### src/rtl/fpu_mul_acc_pkg.sv
// fpu_mul_acc_pkg
// Shared definitions for the fixed-point multiply / multiply-accumulate stage:
//   - state_t   : controller state encoding
//   - ONE       : Q-format constant 1.0, shared with the FPU input mux
//   - SAT_MAX/MIN: saturation bounds of the 64-bit signed result
//   - mag64()   : two's-complement magnitude (|-2^63| yields 2^63 unsigned)
package fpu_mul_acc_pkg;

  typedef enum logic [1:0] {
    ST_IDLE   = 2'd0,
    ST_BUSY   = 2'd1,
    ST_FINISH = 2'd2,
    ST_DONE   = 2'd3
  } state_t;

  localparam int          FRAC_BITS_DEF = 32;
  localparam logic [63:0] ONE           = 64'(1) << FRAC_BITS_DEF;
  localparam logic [63:0] SAT_MAX       = 64'h7FFF_FFFF_FFFF_FFFF;
  localparam logic [63:0] SAT_MIN       = 64'h8000_0000_0000_0000;

  function automatic logic [63:0] mag64(input logic [63:0] v);
    return v[63] ? (~v + 64'd1) : v;
  endfunction

endpackage

### src/rtl/fpu_mul_acc_if.sv
// fpu_mul_acc_if
// Operand/result handshake bundle of the multiply-accumulate stage.
//   in_*  : operand set from the input mux (valid/ready)
//   out_* : saturated result towards XMM writeback (valid/ready)
// master = producer of operands / consumer of results, slave = the stage.
interface fpu_mul_acc_if;
  logic        in_valid;
  logic        in_ready;
  logic        in_mac;
  logic [63:0] in_a;
  logic [63:0] in_b;
  logic [63:0] in_c;
  logic        out_valid;
  logic        out_ready;
  logic [63:0] out_data;
  logic        out_ovf;

  modport master (
    output in_valid, in_mac, in_a, in_b, in_c, out_ready,
    input  in_ready, out_valid, out_data, out_ovf
  );

  modport slave (
    input  in_valid, in_mac, in_a, in_b, in_c, out_ready,
    output in_ready, out_valid, out_data, out_ovf
  );
endinterface

### src/rtl/fpu_sat_add64.sv
// fpu_sat_add64
// Combinational 64-bit signed add with saturation.
//   a, b : signed 64-bit operands
//   sum  : a+b clamped to [SAT_MIN, SAT_MAX]
//   ovf  : 1 when clamping occurred
module fpu_sat_add64
  import fpu_mul_acc_pkg::*;
(
  input  logic [63:0] a,
  input  logic [63:0] b,
  output logic [63:0] sum,
  output logic        ovf
);

  logic [64:0] wide;

  always_comb begin
    wide = {a[63], a} + {b[63], b};
    // Overflow when the 65-bit sign differs from bit 63; bit 64 is the true sign.
    ovf  = wide[64] ^ wide[63];
    sum  = ovf ? (wide[64] ? SAT_MIN : SAT_MAX) : wide[63:0];
  end

endmodule

### src/rtl/fpu_mul_acc.sv
// fpu_mul_acc
// Iterative shift-add fixed-point multiply / multiply-accumulate with
// saturated 64-bit result. One operation in flight.
//   clk   : clock, rising edge
//   reset : synchronous active-high reset, aborts any operation
//   bus   : fpu_mul_acc_if.slave (operand and result handshakes)
// Result is out_valid ITER+1 clocks after the accepting edge.
module fpu_mul_acc
  import fpu_mul_acc_pkg::*;
#(
  parameter int FRAC_BITS = FRAC_BITS_DEF,
  parameter int STEP_BITS = 2
) (
  input  logic         clk,
  input  logic         reset,
  fpu_mul_acc_if.slave bus
);

  localparam int ITER  = 64 / STEP_BITS;
  localparam int CNT_W = $clog2(ITER + 1);

  state_t             state_reg, state_next;
  logic [127:0]       acc_reg;
  logic [127:0]       a_sh_reg;     // |a| pre-shifted to the current step's weight
  logic [63:0]        b_mag_reg;
  logic [63:0]        c_reg;
  logic               sign_reg;
  logic               mac_reg;
  logic [CNT_W-1:0]   cnt_reg;
  logic [63:0]        out_data_reg;
  logic               out_ovf_reg;

  // Partial products for the STEP_BITS multiplier bits retired this cycle.
  logic [127:0] pp [STEP_BITS];
  logic [127:0] step_sum;

  generate
    for (genvar gi = 0; gi < STEP_BITS; gi++) begin : g_pp
      assign pp[gi] = b_mag_reg[gi] ? (a_sh_reg << gi) : '0;
    end
  endgenerate

  always_comb begin
    step_sum = '0;
    for (int i = 0; i < STEP_BITS; i++) begin
      step_sum = step_sum + pp[i];
    end
  end

  // Scale, saturate on magnitude, then apply the sign.
  logic [127:0] p;
  logic [63:0]  mul_res;
  logic         mul_ovf;
  logic [63:0]  add_sum;
  logic         add_ovf;
  logic [63:0]  fin_data;
  logic         fin_ovf;

  always_comb begin
    p       = acc_reg >> FRAC_BITS;
    mul_res = '0;
    mul_ovf = 1'b0;
    if (!sign_reg) begin
      if (p > 128'(SAT_MAX)) begin
        mul_res = SAT_MAX;
        mul_ovf = 1'b1;
      end else begin
        mul_res = p[63:0];
      end
    end else begin
      // A magnitude of exactly 2^63 is representable as SAT_MIN.
      if (p > 128'(SAT_MIN)) begin
        mul_res = SAT_MIN;
        mul_ovf = 1'b1;
      end else begin
        mul_res = ~p[63:0] + 64'd1;
      end
    end
  end

  fpu_sat_add64 u_sat_add (
    .a   (mul_res),
    .b   (c_reg),
    .sum (add_sum),
    .ovf (add_ovf)
  );

  assign fin_data = mac_reg ? add_sum : mul_res;
  assign fin_ovf  = mul_ovf | (mac_reg & add_ovf);

  always_comb begin
    state_next = state_reg;
    case (state_reg)
      ST_IDLE:   if (bus.in_valid) state_next = ST_BUSY;
      ST_BUSY:   if (cnt_reg == CNT_W'(1)) state_next = ST_FINISH;
      ST_FINISH: state_next = ST_DONE;
      ST_DONE:   if (bus.out_ready) state_next = ST_IDLE;
      default:   state_next = ST_IDLE;
    endcase
  end

  always_ff @(posedge clk) begin
    if (reset) begin
      state_reg <= ST_IDLE;
    end else begin
      state_reg <= state_next;
    end
  end

  always_ff @(posedge clk) begin
    if (reset) begin
      acc_reg      <= '0;
      a_sh_reg     <= '0;
      b_mag_reg    <= '0;
      c_reg        <= '0;
      sign_reg     <= 1'b0;
      mac_reg      <= 1'b0;
      cnt_reg      <= '0;
      out_data_reg <= '0;
      out_ovf_reg  <= 1'b0;
    end else begin
      case (state_reg)
        ST_IDLE: begin
          if (bus.in_valid) begin
            a_sh_reg  <= {64'd0, mag64(bus.in_a)};
            b_mag_reg <= mag64(bus.in_b);
            sign_reg  <= bus.in_a[63] ^ bus.in_b[63];
            c_reg     <= bus.in_c;
            mac_reg   <= bus.in_mac;
            acc_reg   <= '0;
            cnt_reg   <= CNT_W'(ITER);
          end
        end
        ST_BUSY: begin
          acc_reg   <= acc_reg + step_sum;
          a_sh_reg  <= a_sh_reg << STEP_BITS;
          b_mag_reg <= b_mag_reg >> STEP_BITS;
          cnt_reg   <= cnt_reg - CNT_W'(1);
        end
        ST_FINISH: begin
          out_data_reg <= fin_data;
          out_ovf_reg  <= fin_ovf;
        end
        default: ;
      endcase
    end
  end

  assign bus.in_ready  = (state_reg == ST_IDLE);
  assign bus.out_valid = (state_reg == ST_DONE);
  assign bus.out_data  = out_data_reg;
  assign bus.out_ovf   = out_ovf_reg;

endmodule

### src/flat_wrapper.sv
// flat-port wrapper written by rule: the top's interface ports become plain ports
module fpu_mul_acc_flat import fpu_mul_acc_pkg::*;
#(
  parameter int FRAC_BITS = FRAC_BITS_DEF,
  parameter int STEP_BITS = 2
)
  (clk, reset, bus_in_valid, bus_in_mac, bus_in_a, bus_in_b, bus_in_c, bus_out_ready, bus_in_ready, bus_out_valid, bus_out_data, bus_out_ovf);
  fpu_mul_acc_if bus_i ();
  input  logic clk;
  input  logic reset;
  input wire logic [$bits(bus_i.in_valid)-1:0] bus_in_valid;
  input wire logic [$bits(bus_i.in_mac)-1:0] bus_in_mac;
  input wire logic [$bits(bus_i.in_a)-1:0] bus_in_a;
  input wire logic [$bits(bus_i.in_b)-1:0] bus_in_b;
  input wire logic [$bits(bus_i.in_c)-1:0] bus_in_c;
  input wire logic [$bits(bus_i.out_ready)-1:0] bus_out_ready;
  output wire logic [$bits(bus_i.in_ready)-1:0] bus_in_ready;
  output wire logic [$bits(bus_i.out_valid)-1:0] bus_out_valid;
  output wire logic [$bits(bus_i.out_data)-1:0] bus_out_data;
  output wire logic [$bits(bus_i.out_ovf)-1:0] bus_out_ovf;
  assign bus_i.in_valid = bus_in_valid;
  assign bus_i.in_mac = bus_in_mac;
  assign bus_i.in_a = bus_in_a;
  assign bus_i.in_b = bus_in_b;
  assign bus_i.in_c = bus_in_c;
  assign bus_i.out_ready = bus_out_ready;
  assign bus_in_ready = bus_i.in_ready;
  assign bus_out_valid = bus_i.out_valid;
  assign bus_out_data = bus_i.out_data;
  assign bus_out_ovf = bus_i.out_ovf;
  fpu_mul_acc #(.FRAC_BITS(FRAC_BITS), .STEP_BITS(STEP_BITS)) u_core (.clk(clk), .reset(reset), .bus(bus_i));
endmodule
### config.mk
export PLATFORM = sky130hd
export DESIGN_NAME = fpu_mul_acc_flat
export DESIGN_NICKNAME = d
export VERILOG_FILES = /design/src/rtl/fpu_mul_acc_pkg.sv /design/src/rtl/fpu_mul_acc_if.sv /design/src/rtl/fpu_sat_add64.sv /design/src/rtl/fpu_mul_acc.sv /design/src/flat_wrapper.sv
export SDC_FILE = /design/constraint.sdc
export NUM_CORES = 2
export LEC_CHECK = 0
export BUFFER_PORTS_ARGS = -buffer_cell sky130_fd_sc_hd__buf_2
export CORE_UTILIZATION = 25
export DETAILED_ROUTE_END_ITERATION = 10
export PLACE_DENSITY = 0.51
export SYNTH_ARGS = -nofsm -noshare
export SYNTH_HDL_FRONTEND = slang
export SYNTH_SLANG_ARGS = --single-unit
### constraint.sdc
create_clock -name clk -period 8.1 [get_ports clk]
set_clock_uncertainty 0.05 [all_clocks]
set_input_delay 1.215 -clock clk [delete_from_list [all_inputs] [get_ports clk]]
set_output_delay 1.215 -clock clk [all_outputs]
set_load 0.1 [all_outputs]
Word-level counts from Yosys, hierarchy flattened
Index checks and enable logic that the tools add are counted.
{"block": "word_totals", "regBits": 459, "inputBits": 197, "out_inout_bits": 67, "wordCells": 63}
{"block": "classes", "addsub": 7, "magnitude_cmp": 2, "eq_ne": 7, "mux": 25, "bitwise_logic": 7, "n_reduce_logical": 5}
{"cell": "$mux W64", "n": 9}
{"cell": "$mux W128", "n": 4}
{"cell": "$pmux W128 S2", "n": 2}
{"cell": "$add A128 B128 Y128", "n": 2}
{"cell": "$add A64 B1 Y64 const B", "n": 3}
{"cell": "$not A64 Y64", "n": 3}
{"cell": "$pmux W64 S2", "n": 1}
{"cell": "$gt A96 B63 Y1 const B", "n": 1}
{"cell": "$gt A96 B64 Y1 const B", "n": 1}
{"cell": "$add A64 B64 Y65", "n": 1}
{"cell": "$pmux W6 S2", "n": 1}
{"cell": "$pmux W2 S4", "n": 1}
{"cell": "$eq A6 B1 Y1 const B", "n": 1}
{"cell": "$mux W2", "n": 3}
{"cell": "$mux W6", "n": 1}
{"cell": "$sub A6 B1 Y6 const B", "n": 1}
{"cell": "$eq A2 B2 Y1 const B", "n": 2}
{"cell": "$ne A2 B2 Y1 const B", "n": 2}
{"cell": "$reduce_and A2 Y1", "n": 2}
{"cell": "$mux W1", "n": 3}
{"cell": "$reduce_and A3 Y1", "n": 1}
{"cell": "$eq A2 B1 Y1 const B", "n": 1}
{"cell": "$logic_not A2 Y1", "n": 1}
{"cell": "$ne A2 B1 Y1 const B", "n": 1}
{"cell": "other kinds (4)", "n": 5}

Depth between registers and ports, before layout
{"block": "logic_depth", "ltp_word": 8, "mapped_depth": 30}

Modules after synthesis
From an unflattened synthesis, not the netlist that was laid out.
{"block": "unflattened", "hier_cells": 5252, "area_unflattened_um2": 39278.9}
{"module": "fpu_mul_acc", "n_inst": 1, "cells_per_inst": 4548, "area_per_inst_um2": 34763.3}
{"module": "fpu_sat_add64", "n_inst": 1, "cells_per_inst": 704, "area_per_inst_um2": 4515.6}

Worst setup path before layout
No wires, ideal clock.
{"block": "synth_path", "kind": "reg-to-reg", "startpoint": "register u_core.acc_reg[71]", "endpoint": "register u_core.out_data_reg[36], in the netlist u_core.bus.out_data[36]", "setup_ns": 0.078, "arrival_time_ns": 6.616, "required_time_ns": 7.972, "setup_slack_ns": 1.356, "stages_incl_launch_ff": 26, "path_buffers": 3, "synth_period_minus_slack_ns": 6.744, "path_cell_list": "dfxtp_1 > or4_1 > or4_1 > nor4_1 > nand4_1 > nor4_1 > nand2_1 > o21ai_1 > clkbuf_1 > nand2_1 > a21oi_1 > ha_1 > a21o_1 > a21o_1 > a31oi_1 > nor3_1 > o31ai_1 > a2111oi_0 > nor4_1 > o31a_1 > nor2_1 > mux2i_1 > clkbuf_1 > clkbuf_1 > a21oi_1 > nor3_1"}
{"block": "synth_between", "elab_chain_cells": 8}
{"element": "start, declared", "line": "fpu_mul_acc.sv:23", "source": "logic [127:0] acc_reg;"}
{"element": "start signal, assigned", "line": "fpu_mul_acc.sv:135", "source": "acc_reg <= acc_reg + step_sum;"}
{"element": "$not A64 Y64", "line": "fpu_mul_acc.sv:76", "source": "mul_res = ~p[63:0] + 64'd1;"}
{"element": "$add A64 B1 Y64", "line": "fpu_mul_acc.sv:76"}
{"element": "$mux W64", "line": "fpu_mul_acc.sv:72", "source": "if (p > 128'(SAT_MIN)) begin"}
{"element": "$mux W64 *", "line": "fpu_mul_acc.sv:63", "source": "if (!sign_reg) begin"}
{"element": "$add A64 B64 Y65", "line": "fpu_sat_add64.sv:18", "source": "wide = {a[63], a} + {b[63], b};"}
{"element": "$mux W64 / $xor A1 B1 Y1 (equally long branches)", "line": "fpu_sat_add64.sv:21, fpu_sat_add64.sv:20"}
{"element": "$mux W64", "line": "fpu_sat_add64.sv:21", "source": "sum = ovf ? (wide[64] ? SAT_MIN : SAT_MAX) : wide[63:0];"}
{"element": "$mux W64 *", "line": "fpu_mul_acc.sv:88", "source": "assign fin_data = mac_reg ? add_sum : mul_res;"}
{"element": "end signal, assigned", "line": "fpu_mul_acc.sv:141", "source": "out_data_reg <= fin_data;"}
{"element": "end, declared", "line": "fpu_mul_acc.sv:30", "source": "logic [63:0] out_data_reg;"}
Every way passes the cells marked *; elsewhere a longest branch is shown, timed or not.
A chain may end at the register's enable or synchronous reset.

Final worst setup path
{"block": "layout_path", "startpoint": "register u_core.acc_reg[71]", "endpoint": "register u_core.out_data_reg[33], in the netlist u_core.bus.out_data[33]"}
The elaborated chain is that of the path after synthesis.

==> flow_summary_export.csv <==
group,metric,value,unit
route,vias,37500,
clocking,clockBufferDepth,3,
sta,timing_worst_slew_pin_value,1.15,ns
critical_path,crit_path_max_fanout,12,
global_routing,grt_remaining_overflow,0,
route,detail_route.first_pass.iterations,6,
power_and_ir_drop,pwr_density_cell,240,nW/um^2
final_layout,finalNetCount,6006,
final_layout,mostFrequentLayoutCell,"sky130_fd_sc_hd__nand2_1",
synthesis,async_s_r_ff_share_synth,0,%
sta,report.final.slew_viol_count,0,
status,status,"complete, no violations",
synthesis,syn_area_per_cell,7.02,um^2
die,die_height,393,um
synthesis,synthesized_instance_count,5448,
hold_path,whs_path_depth,2,
clocking,clkSlewWorstSetupHoldPaths,0.06,ns
synthesis,synthesis.area,38300,um^2
global_routing,grt_pass1_vias,35600,
synthesis,ys_dominant_reg_cell,"sky130_fd_sc_hd__dfxtp_1",
synthesis,synth_fp_nets,5973,
global_routing,grt_pass1_wl,209000,um
placement,dpl.hpwl,102000,um
sta,timing.final.setup_violations,0,
critical_path,required_time_of_the_critical_path,8.63,ns
sta,hold_viol,0,
placement,placedCellCount,7451,
route,drt.antenna.violating_nets,0,
power_and_ir_drop,total_leakage_power,0.0187,uW
global_routing,grt_usage,17.0,%
route,drt_wl_total,134000,um
clocking,cts-root-buf,"sky130_fd_sc_hd__clkbuf_16",
synthesis,synth_sequential_area_ratio,24.0,%
clocking,cts_sink_count,459,
die,ios,264,
global_routing,grt_max_degree,193,
critical_path,cp.arrival,7.90,ns
job,max_cap_violations,0,
route,route.detailed.vias_per_inst,4.97,
synthesis,postSynthRegisterBits,459,
critical_path,reg2regPathDepth,26,
hold_path,worstHoldPathType,"flop to flop",
global_routing,grt_antenna_before_repair,13,
clocking,worstSkewPairLatency,0.66,ns
final_layout,post_layout_instance_count_excluding_filler_cells,7556,
placement,numPortBuffers,263,
sta,max_transition_margin,23.4,%
sta,rsz_0062_raised_after_global_routing,"no",
sta,fin_crit,7.36,ns
synthesis,number_of_synthesized_flops_with_an_enable_pin,0,
critical_path,worstSetupEndpointType,"flop",
clocking,tritoncts.num_buffers,58,
sta,max_clock_freq,136,MHz
critical_path,critPathKind,"flop to flop",
die,dieArea,155000,um^2
route,drc,0,
die,floorplan.rows,143,
clocking,number_of_h_tree_levels,2,
final_layout,final_layout_size_suffix_gt1_share,8.38,%
sta,final_min_period_over_clock_period,90.9,%
placement,gp_routability_congestion,0.933,
die,floorplan.core_area,152000,um^2
route,mean_routed_wirelength_per_cell,17.7,um
die,die_w,393,um
route,drt_iter0_markers,2454,
final_layout,area_growth,13.3,%
sta,holdWs,0.401,ns
synthesis,ys_warn_count,0,
sta,setup_tns,0,ns
critical_path,crit_path_start_kind,"flop",
synthesis,synth_cell_types,76,
final_layout,finish.utilization,28.5,%
power_and_ir_drop,max-vdd-ir-drop,0.224,mV
clocking,cts_tree,"done",
final_layout,layout.cells.most_common_list,"sky130_fd_sc_hd__nand2_1, sky130_fd_sc_hd__a21oi_1, sky130_fd_sc_hd__o21ai_0, sky130_fd_sc_hd__dfxtp_1, sky130_fd_sc_hd__inv_1",
die,starting_density,25.2,%
==> cell type report <==
| cell class | count | area (um^2) |
|---|---|---|
| tap | 2030 | 2540 |
| antenna | 2 | 5.00 |
| clock inverter | 29 | 360 |
| clock buffer | 74 | 1580 |
| timing repair buffer | 317 | 1770 |
| fill | 16700 | 109000 |
| sequential | 459 | 9200 |
| multi-input combinational | 4213 | 26300 |
| inverter | 432 | 1620 |
==> Yosys cell counts (all sizes together), types with 23 or more instances <==
cell type	instances	area, um^2
nand2	1080	4050
a21oi	562	2820
o21ai	460	2300
dfxtp	459	9190
inv	432	1620
nor2	382	1430
clkbuf	321	1200
ha	200	2500
xor2	198	1730
a21o	170	1280
a22oi	130	976
fa	128	2560
xnor2	110	963
nand4	78	488
nor3	70	350
nand3	59	295
o31ai	53	398
or3	47	314
o21bai	41	308
o21a	40	300
nor4	31	194
or4	31	240
a31oi	30	188
a311oi	23	201
and3	23	144
buf	23	97.6
==> worst paths after layout <==
kind | start | end | slack, ns
worst max-delay path | u_core.acc_reg[71] | u_core.bus.out_data[33] | 0.74
worst min-delay path | u_core.b_mag_reg[58] | u_core.b_mag_reg[58] | 0.40
worst max register to register | u_core.acc_reg[71] | u_core.bus.out_data[33] | 0.74
worst min register to register | u_core.b_mag_reg[58] | u_core.b_mag_reg[58] | 0.40
==> what timing repair did <==
item,CTS,global route
resized for setup,0,5
buffers inserted,0,0
hold buffers,0,0
setup endpoints to repair,0,61
==> metrics by stage <==
step           setup WS [ns]  instance area (um^2)  total power, uW
6_report               0.735                 43300            10400
5_1_grt                0.160                 43300            11100
4_1_cts                0.408                 43300            10500
3_5_place_dp           0.445                 41400             7740
3_3_place_gp           0.460                 41400             7750
2_1_floorplan           1.36                 38300             6290
==> kinds of logic after synthesis <==
kind of cell	count (synthesis)	synth area share [%]
AOI/OAI and AO/OA	1683	26.7
xor gates and xnor gates	308	7.05
adders and majority gates	328	13.2
buffers and inverters	776	7.64
DFF	459	24.0
muxes	9	0.235
and+or+nand+nor	1885	21.1
==> per-layer routing <==
layer  GRT usage [%]  vias to the layer above  share of wire [%]
li1                -                    18700                  -
met1            24.1                    17800                 49
met2            26.7                      864                 44
met3            2.46                      141                5.3
met4            4.00                       20                2.1
met5               0                        -              0.089
==> report_power, final <==
group / total, uW / leakage [uW] / switching [uW] / internal (uW)
clock network: 2710 / 0.000946 / 1110 / 1600
logic: 4670 / 0.0140 / 3400 / 1280
registers: 3010 / 0.00373 / 384 / 2630
total: 10400 / 0.0187 / 4890 / 5500
==> critical path, stage by stage (launching register included) <==
cell and delay [ns]:
sky130_fd_sc_hd__dfxtp_1 0.37, sky130_fd_sc_hd__or4_1 0.61, sky130_fd_sc_hd__or4_1 0.52, sky130_fd_sc_hd__nor4_2 0.32, sky130_fd_sc_hd__nand4_1 0.21, sky130_fd_sc_hd__nor4_1 0.21
sky130_fd_sc_hd__nand2_1 0.14, sky130_fd_sc_hd__o21ai_1 0.31, sky130_fd_sc_hd__buf_4 0.26, sky130_fd_sc_hd__nand2_1 0.08, sky130_fd_sc_hd__a21oi_1 0.40, sky130_fd_sc_hd__ha_1 0.32
sky130_fd_sc_hd__a21o_1 0.18, sky130_fd_sc_hd__a21o_1 0.21, sky130_fd_sc_hd__a31oi_1 0.23, sky130_fd_sc_hd__nor3_1 0.12, sky130_fd_sc_hd__o31ai_1 0.47, sky130_fd_sc_hd__a2111oi_0 0.21
sky130_fd_sc_hd__nor4_1 0.29, sky130_fd_sc_hd__buf_4 0.22, sky130_fd_sc_hd__o31a_1 0.23, sky130_fd_sc_hd__and2_1 0.25, sky130_fd_sc_hd__nand2_1 0.12, sky130_fd_sc_hd__o311ai_4 0.23
sky130_fd_sc_hd__and2_0 0.47, sky130_fd_sc_hd__a21oi_1 0.08, sky130_fd_sc_hd__o21ai_0 0.15
(Power assumes the default switching activity.)
